File: src/rtl/vga_fb_reader.sv
// VGA scan-out engine: 640x480@60 timing, 1 bpp frame-buffer fetch on RAM port B.
// Optional VGA_PIXEL_DOUBLE_EN shows a 320x240 buffer as 2x2 pixels.
module vga_fb_reader #(
   parameter int          CLK_DIV   = 2,
   parameter int          H_VIS     = 640,
   parameter int          H_FP      = 16,
   parameter int          H_SYNC    = 96,
   parameter int          H_BP      = 48,
   parameter int          V_VIS     = 480,
   parameter int          V_FP      = 10,
   parameter int          V_SYNC    = 2,
   parameter int          V_BP      = 33,
   parameter logic [14:0] BASE_ADDR = 15'd0
) (
   input  logic        clk,
   input  logic        rst_n,
   output logic [14:0] VGAAddress,
   input  logic [15:0] VGADataOut,
   input  logic [7:0]  fg_color,
   input  logic [7:0]  bg_color,
   output logic        hsync,
   output logic        vsync,
   output logic [2:0]  red,
   output logic [2:0]  green,
   output logic [1:0]  blue,
   output logic        frame_start
);

`ifdef VGA_PIXEL_DOUBLE_EN
   localparam int          PSH = 5;
   localparam logic [14:0] WPL = 15'(H_VIS / 32);
`else
   localparam int          PSH = 4;
   localparam logic [14:0] WPL = 15'(H_VIS / 16);
`endif

   localparam int             DW       = $clog2(CLK_DIV);
   localparam logic [DW-1:0]  DIV_LAST = DW'(CLK_DIV - 1);
   localparam logic [9:0]     H_LAST   = 10'(H_VIS + H_FP + H_SYNC + H_BP - 1);
   localparam logic [9:0]     V_LAST   = 10'(V_VIS + V_FP + V_SYNC + V_BP - 1);
   localparam logic [9:0]     H_VIS_L  = 10'(H_VIS);
   localparam logic [9:0]     V_VIS_L  = 10'(V_VIS);
   localparam logic [9:0]     HS_BEG   = 10'(H_VIS + H_FP);
   localparam logic [9:0]     HS_END   = 10'(H_VIS + H_FP + H_SYNC);
   localparam logic [9:0]     VS_BEG   = 10'(V_VIS + V_FP);
   localparam logic [9:0]     VS_END   = 10'(V_VIS + V_FP + V_SYNC);
   localparam logic [PSH-1:0] PMASK    = '1;

   logic [DW-1:0] div;
   logic [9:0]    h;
   logic [9:0]    v;
   logic [14:0]   line_base;
   logic [15:0]   next_word;
   logic [15:0]   shreg;
   logic          fetch_d;

   logic          tick;
   logic          h_wrap;
   logic          v_wrap;
   logic          row_vis;
   logic          vis;
   logic          word_start;
   logic          pix;
   logic          mid_fetch;
   logic          end_fetch;
   logic          fetch;
   logic [14:0]   step;
   logic [14:0]   base_nxt;
   logic [14:0]   fetch_addr;
   logic [15:0]   shreg_nxt;

   always_comb begin
      tick       = div == DIV_LAST;
      h_wrap     = h == H_LAST;
      v_wrap     = v == V_LAST;
      row_vis    = v < V_VIS_L;
      vis        = row_vis && (h < H_VIS_L);
      word_start = h[PSH-1:0] == '0;
      pix        = word_start ? next_word[15] : shreg[15];
      mid_fetch  = row_vis && (h[PSH-1:0] == PMASK) &&
                   (h < H_VIS_L - 10'd1);
      end_fetch  = h_wrap && ((v < V_VIS_L - 10'd1) || v_wrap);
      fetch      = mid_fetch || end_fetch;
`ifdef VGA_PIXEL_DOUBLE_EN
      // Line pairs share one buffer row; advance only after the odd line.
      step       = v[0] ? WPL : 15'd0;
      shreg_nxt  = word_start ? next_word :
                   (h[0] ? {shreg[14:0], 1'b0} : shreg);
`else
      step       = WPL;
      shreg_nxt  = word_start ? {next_word[14:0], 1'b0} :
                   {shreg[14:0], 1'b0};
`endif
      base_nxt   = v_wrap ? BASE_ADDR : line_base + step;
      fetch_addr = mid_fetch ?
                   line_base + 15'(h >> PSH) + 15'd1 : base_nxt;
   end

   always_ff @(posedge clk or negedge rst_n) begin
      if (!rst_n) begin
         div         <= '0;
         h           <= '0;
         v           <= '0;
         line_base   <= BASE_ADDR;
         shreg       <= '0;
         next_word   <= '0;
         // Reset address already points at word 0, so capture it at once.
         fetch_d     <= 1'b1;
         VGAAddress  <= BASE_ADDR;
         hsync       <= 1'b1;
         vsync       <= 1'b1;
         red         <= '0;
         green       <= '0;
         blue        <= '0;
         frame_start <= 1'b0;
      end else begin
         frame_start <= 1'b0;
         fetch_d     <= 1'b0;
         if (fetch_d)
            next_word <= VGADataOut;
         if (tick) begin
            div                <= '0;
            hsync              <= !((h >= HS_BEG) && (h < HS_END));
            vsync              <= !((v >= VS_BEG) && (v < VS_END));
            {red, green, blue} <= vis ? (pix ? fg_color : bg_color) : 8'd0;
            frame_start        <= (h == '0) && (v == '0);
            shreg              <= shreg_nxt;
            if (fetch) begin
               VGAAddress <= fetch_addr;
               fetch_d    <= 1'b1;
            end
            if (h_wrap) begin
               h <= '0;
               if (v_wrap) begin
                  v         <= '0;
                  line_base <= BASE_ADDR;
               end else begin
                  v <= v + 10'd1;
                  if (row_vis)
                     line_base <= line_base + step;
               end
            end else begin
               h <= h + 10'd1;
            end
         end else begin
            div <= div + DW'(1);
         end
      end
   end

endmodule

File: config.mk
export PLATFORM = sky130hd
export DESIGN_NAME = vga_fb_reader
export DESIGN_NICKNAME = d
export VERILOG_FILES = /design/src/rtl/vga_fb_reader.sv
export SDC_FILE = /design/constraint.sdc
export NUM_CORES = 1
export LEC_CHECK = 0
export ABC_AREA = 1
export CORE_AREA = 3 3 145 91
export DETAILED_ROUTE_END_ITERATION = 8
export DIE_AREA = 0 0 148 94
export DONT_BUFFER_PORTS = 1
export GPL_ROUTABILITY_DRIVEN = 0
export GPL_TIMING_DRIVEN = 0
export HOLD_SLACK_MARGIN = 0.1
export PLACE_DENSITY_LB_ADDON = 0.08
export SETUP_SLACK_MARGIN = 0.3
export SLEW_MARGIN = 10
export SYNTH_ARGS = -nofsm -noshare
export SYNTH_HDL_FRONTEND = slang
export SYNTH_SLANG_ARGS = --single-unit
File: constraint.sdc
create_clock -name clk -period 4.05 [get_ports clk]
set_input_delay 1.0125 -clock clk [delete_from_list [all_inputs] [get_ports clk]]
set_output_delay 1.0125 -clock clk [all_outputs]
set_load 0.05 [all_outputs]
# Word-level counts from Yosys, hierarchy flattened
# Cells that the tools add are included.
op_classes:
  addsub: 6
  n_lt_le_gt_ge: 8
  n_eq_ne: 3
  n_mux: 14
  reduce_logical: 18
op_table:
  columns: ["operator", "n"]
  rows:
  - ["2-to-1 mux 15 bit", 4]
  - ["< comparator 10 bit, second input constant", 3]
  - ["< comparator 10 x 9 -> 1 bit, second input constant", 3]
  - ["adder 10 x 1 -> 10 bit, second input constant", 2]
  - ["== test 10 bit, second input constant", 2]
  - ["zero test 10 bit", 2]
  - ["2-to-1 mux 10 bit", 2]
  - ["2-to-1 mux 16 bit", 1]
  - ["2-to-1 mux 8 bit", 2]
  - ["adder 15 x 1 -> 15 bit, second input constant", 1]
  - ["adder 15 x 6 -> 15 bit", 1]
  - ["adder 15 x 6 -> 15 bit, second input constant", 1]
  - ["greater-or-equal comparator 10 bit, second input constant", 1]
  - ["greater-or-equal comparator 10 x 9 -> 1 bit, second input constant", 1]
  - ["logical AND 1 bit", 7]
  - ["2-to-1 mux 1 bit", 5]
  - ["== test 4 bit, second input constant", 1]
  - ["zero test 4 bit", 1]
  - ["AND reduction 2 bit", 2]
  - ["AND reduction 3 bit", 1]
  - ["zero test 1 bit", 2]
  - ["logical OR 1 bit", 2]
  - ["nonzero test 2 bit", 1]
  - ["adder 1 bit, second input constant", 1]
word_totals:
  regBits: 95
  in_bits: 34
  out_inout_bits: 26
  elab_cells: 63

# Longest topological paths before layout
depth:
  word_depth: 6
  mapped_depth: 13
  depth_no_buf: 13

# Worst setup path after synthesis
# No wires, ideal clock.
synth_path:
  path_kind: "register to register"
  start: "reg h[4]"
  end: "reg VGAAddress[10]"
  setup_ns: 0.117
  t_arrival_ns: 1.663
  required_ns: 3.933
  slack_ns: 2.270
  stages_incl_launch_ff: 12
  path_buffers: 0
  cell_sequence: "dfrtp_1 -> inv_1 -> ha_1 -> fa_1 -> inv_1 -> nand2_1 -> nand3_1 -> nand2_1 -> nand2_1 -> nand3_1 -> nand3_1 -> nand2_1"
synth_between:
  elab_chain_cells: 4
synth_lines:
  columns: ["element", "line_no", "rtl"]
  rows:
  - ["start, declared", "50", "logic [9:0] h;"]
  - ["start signal, assigned", "143", "h <= h + 10'd1;"]
  - ["parallel branches: the longest is 4 deep, another holds adder 15 x 6 -> 15 bit", null, null]
  - ["end signal, assigned", "129", "VGAAddress <= fetch_addr;"]
  - ["end, declared", "17", "output logic [14:0] VGAAddress,"]
# Several ways; the timed one is not identified.
# A chain may end at the register's enable or synchronous reset.

# Final worst setup path
layout_path:
  start: "reg h[4]"
  end: "reg VGAAddress[14]"
# The elaborated chain is that of the path after synthesis.

==> impl_metrics.ini <==
[status]
status = complete, no violations

[cells_and_area]
nets = 717
fin_util_pct = 48.8
diodes = 0
final_cell_count_no_fill = 841
final_layout_size_suffix_gt1_share_pct = 13.3
syn2layout_area_growth_pct = 9.50
fin_area_sq_um = 5820

[critical_path]
cp-end-kind = flip-flop
worstSetupStartpoint = h[4]$_DFFE_PN0P_
cp-start-kind = flip-flop
r2r-end = VGAAddress[14]$_DFFE_PN0P_
cp_data_arrival_time_ns = 2.40
rr_startpoint = h[4]$_DFFE_PN0P_
worstPathMaxFanout = 8
rr_worst_depth = 11
required_ns = 4.29
path_class = flip-flop to flip-flop
regToRegSetupSlack_ns = 1.90

[global_routing]
grt_max_degree = 95
antenna_found_initial = 0
grt_pass1_wl_um = 22100
grt-ovfl-total = 0
grt_pass1_vias = 4250
grt_util_all_layers_pct = 20.2

[cts]
ctsResizeCount = 0
cts_tree = done
htreeDepth = 3
post_cts_buffers = 0
clkTransAtPathRegs_ns = 0.07
numCtsBuffers = 9
cts-root-buf = clkbuf_16
clk-insertion-delay-late_ns = 0.35
clock-sinks = 94
cts_buffer_depth = 2
hold_buffers = 0

[floorplan]
start_util_pct = 44.5
dieArea_sq_um = 13900
fp.dieW_um = 148
core_area_sq_um = 11900
io_pins = 60
core.rowCount = 31
die_y_um = 94

[timing]
finalHoldViolCount = 0
max_freq_mhz = 464
fin_crit_ns = 2.15
holdWs_ns = 0.348
slew_headroom_pct = 62.5
finalSetupViolCount = 0
tightest_slew_ns = 0.562
tns_ns = 0
min_period_over_period_pct = 53.2
fin_ws_ns = 1.90
skew_ns = 0.0110
drv_slew = 0
rsz0062_at_grt = false

[power_and_ir_drop]
p_int_mw = 1.42
power_mw = 1.87
power.switching_uw = 445
peakVddDrop_mv = 0.223
power_frac_seq_pct = 53.0
cellPowerDensity_nw_per_um2 = 320
combPwrFrac_pct = 1.3
clkPwrFrac_pct = 45.7
p_leak_nw = 2.74
switching_share_pct = 23.9

[synth]
ys_types = 43
yosys.cell_count.top_type = nand2_1
syn_avg_cell_area_sq_um = 8.06
synth_area_leaders = dfrtp_1, nand2_1, nand3_1
ys_warn_count = 0
synthTopCellsByCount = nand2_1, dfrtp_1, inv_1
synth.top_cell.area_share_pct = 42.8
synth-main-ff-cell = dfrtp_1
synth_area_sq_um = 5320
syn_nets = 706
ys_seq_area_share_pct = 44.3
netlist_instances = 660
ys_ff_latch = 94
synth-edff-count = 0
yosys.area.top_type = dfrtp_1
postSynth.asyncResetShare_pct = 100

[detailed_routing]
dr_total_vias = 4450
drc = 0
drtIter0Drc = 361
top_layer_used = met4
viasPerCell = 5.29
met1_length_um = 7300
met2_length_um = 5020
drt_pass1_iterations = 5
wl_met3_um = 990
wirelength_um = 13400
wl_per_cell_um = 16.0
antenna_left = 0

[placed_design]
dp.cells = 825
portBuffers = 0
pre_cts_slack_ns = 1.90
post_dp_cell_area_sq_um = 5530
dpl.hpwl_um = 10100

[flow_run]
max_cap_violations = 0

[hold_path]
hold_path_class = input port to async pin
[power by group through the flow]
stage	Sequential, mW	Combinational [mW]	Clock [mW]
2_1_floorplan	1.00	0.0217	0
3_3_place_gp	1.01	0.0240	0
3_5_place_dp	1.01	0.0254	0
4_1_cts	0.989	0.0252	0.878
5_1_grt	0.991	0.0287	0.919
6_report	0.989	0.0251	0.852
[kinds of logic (layout without fill, tap and decap cells)]
| group | after synthesis | count (layout) | share of synthesized area, % |
|---|---|---|---|
| AND/OR/NAND/NOR | 327 | 327 | 28.3 |
| AO/OA/AOI/OAI | 101 | 101 | 10.9 |
| buffers and inverters | 99 | 115 | 8.33 |
| flip-flops | 94 | 94 | 44.3 |
| multiplexers | 16 | 16 | 3.39 |
| adder cells (fa/ha/maj) | 12 | 12 | 2.96 |
| XOR/XNOR | 11 | 11 | 1.81 |
[worst max path at each step]
stage / to / slack, ns
2_1_floorplan: VGAAddress[10]$_DFFE_PN0P_ / 2.27
3_3_place_gp: VGAAddress[14]$_DFFE_PN0P_ / 1.94
3_5_place_dp: VGAAddress[14]$_DFFE_PN0P_ / 1.90
4_1_cts: VGAAddress[14]$_DFFE_PN0P_ / 1.91
5_1_grt: VGAAddress[14]$_DFFE_PN0P_ / 1.68
6_report: VGAAddress[14]$_DFFE_PN0P_ / 1.90
[sequential cells by signal, summed over array words and instances, names as in the netlist, 2 cells and up]
signal      flops
red             3
VGAAddress     15
h              10
shreg          15
v              10
line_base      15
green           3
blue            2
next_word      16
[layout make-up]
cell class	count	area, sq um
inverter	79	302
buffer	20	141
sequential	94	2360
multi-input combinational	467	2520
clock buffer	10	239
clock inverter	6	60.1
tap	165	206
fill	1224	6120
[worst max-delay path: stages (launching register included)]
cell and delay [ns]:
dfrtp_1 0.42, inv_1 0.11, ha_1 0.23, fa_1 0.42, inv_1 0.10, nand2_1 0.07, nand3_1 0.25, nand2_1 0.09
nand2_1 0.07, nand3_1 0.07, nand3_1 0.16, nand2_1 0.07
[layout by cell type, fill, tap and decap left out, types with 2 or more instances in the layout]
| master | count |
|---|---|
| nand2_1 | 162 |
| dfrtp_1 | 91 |
| inv_1 | 75 |
| nand3_1 | 65 |
| o21ai_0 | 44 |
| nor2_1 | 43 |
| a21oi_1 | 33 |
| mux2_2 | 16 |
| nand4_1 | 13 |
| nand2_2 | 12 |
| ha_1 | 11 |
| nor3_1 | 9 |
| xor2_1 | 9 |
| o31ai_1 | 9 |
| clkbuf_16 | 9 |
| o21ai_2 | 8 |
| buf_2 | 7 |
| nor2_2 | 5 |
| buf_6 | 5 |
| clkbuf_1 | 5 |
| inv_2 | 3 |
| and2_1 | 3 |
| nand2_4 | 3 |
| inv_8 | 3 |
| dfstp_2 | 3 |
| nor2_4 | 2 |
| nand3_4 | 2 |
| o21ai_1 | 2 |
| xnor2_1 | 2 |
| inv_6 | 2 |
| or2_2 | 2 |
| nor4_1 | 2 |
| clkinv_4 | 2 |
[layer usage]
metal  GRT usage, %  vias up
li1               -     2176
met1           32.4     2130
met2           26.0      134
met3           5.83       10
met4           4.92        0
met5              0        -
No activity file was read; power rests on OpenSTA's default activity.
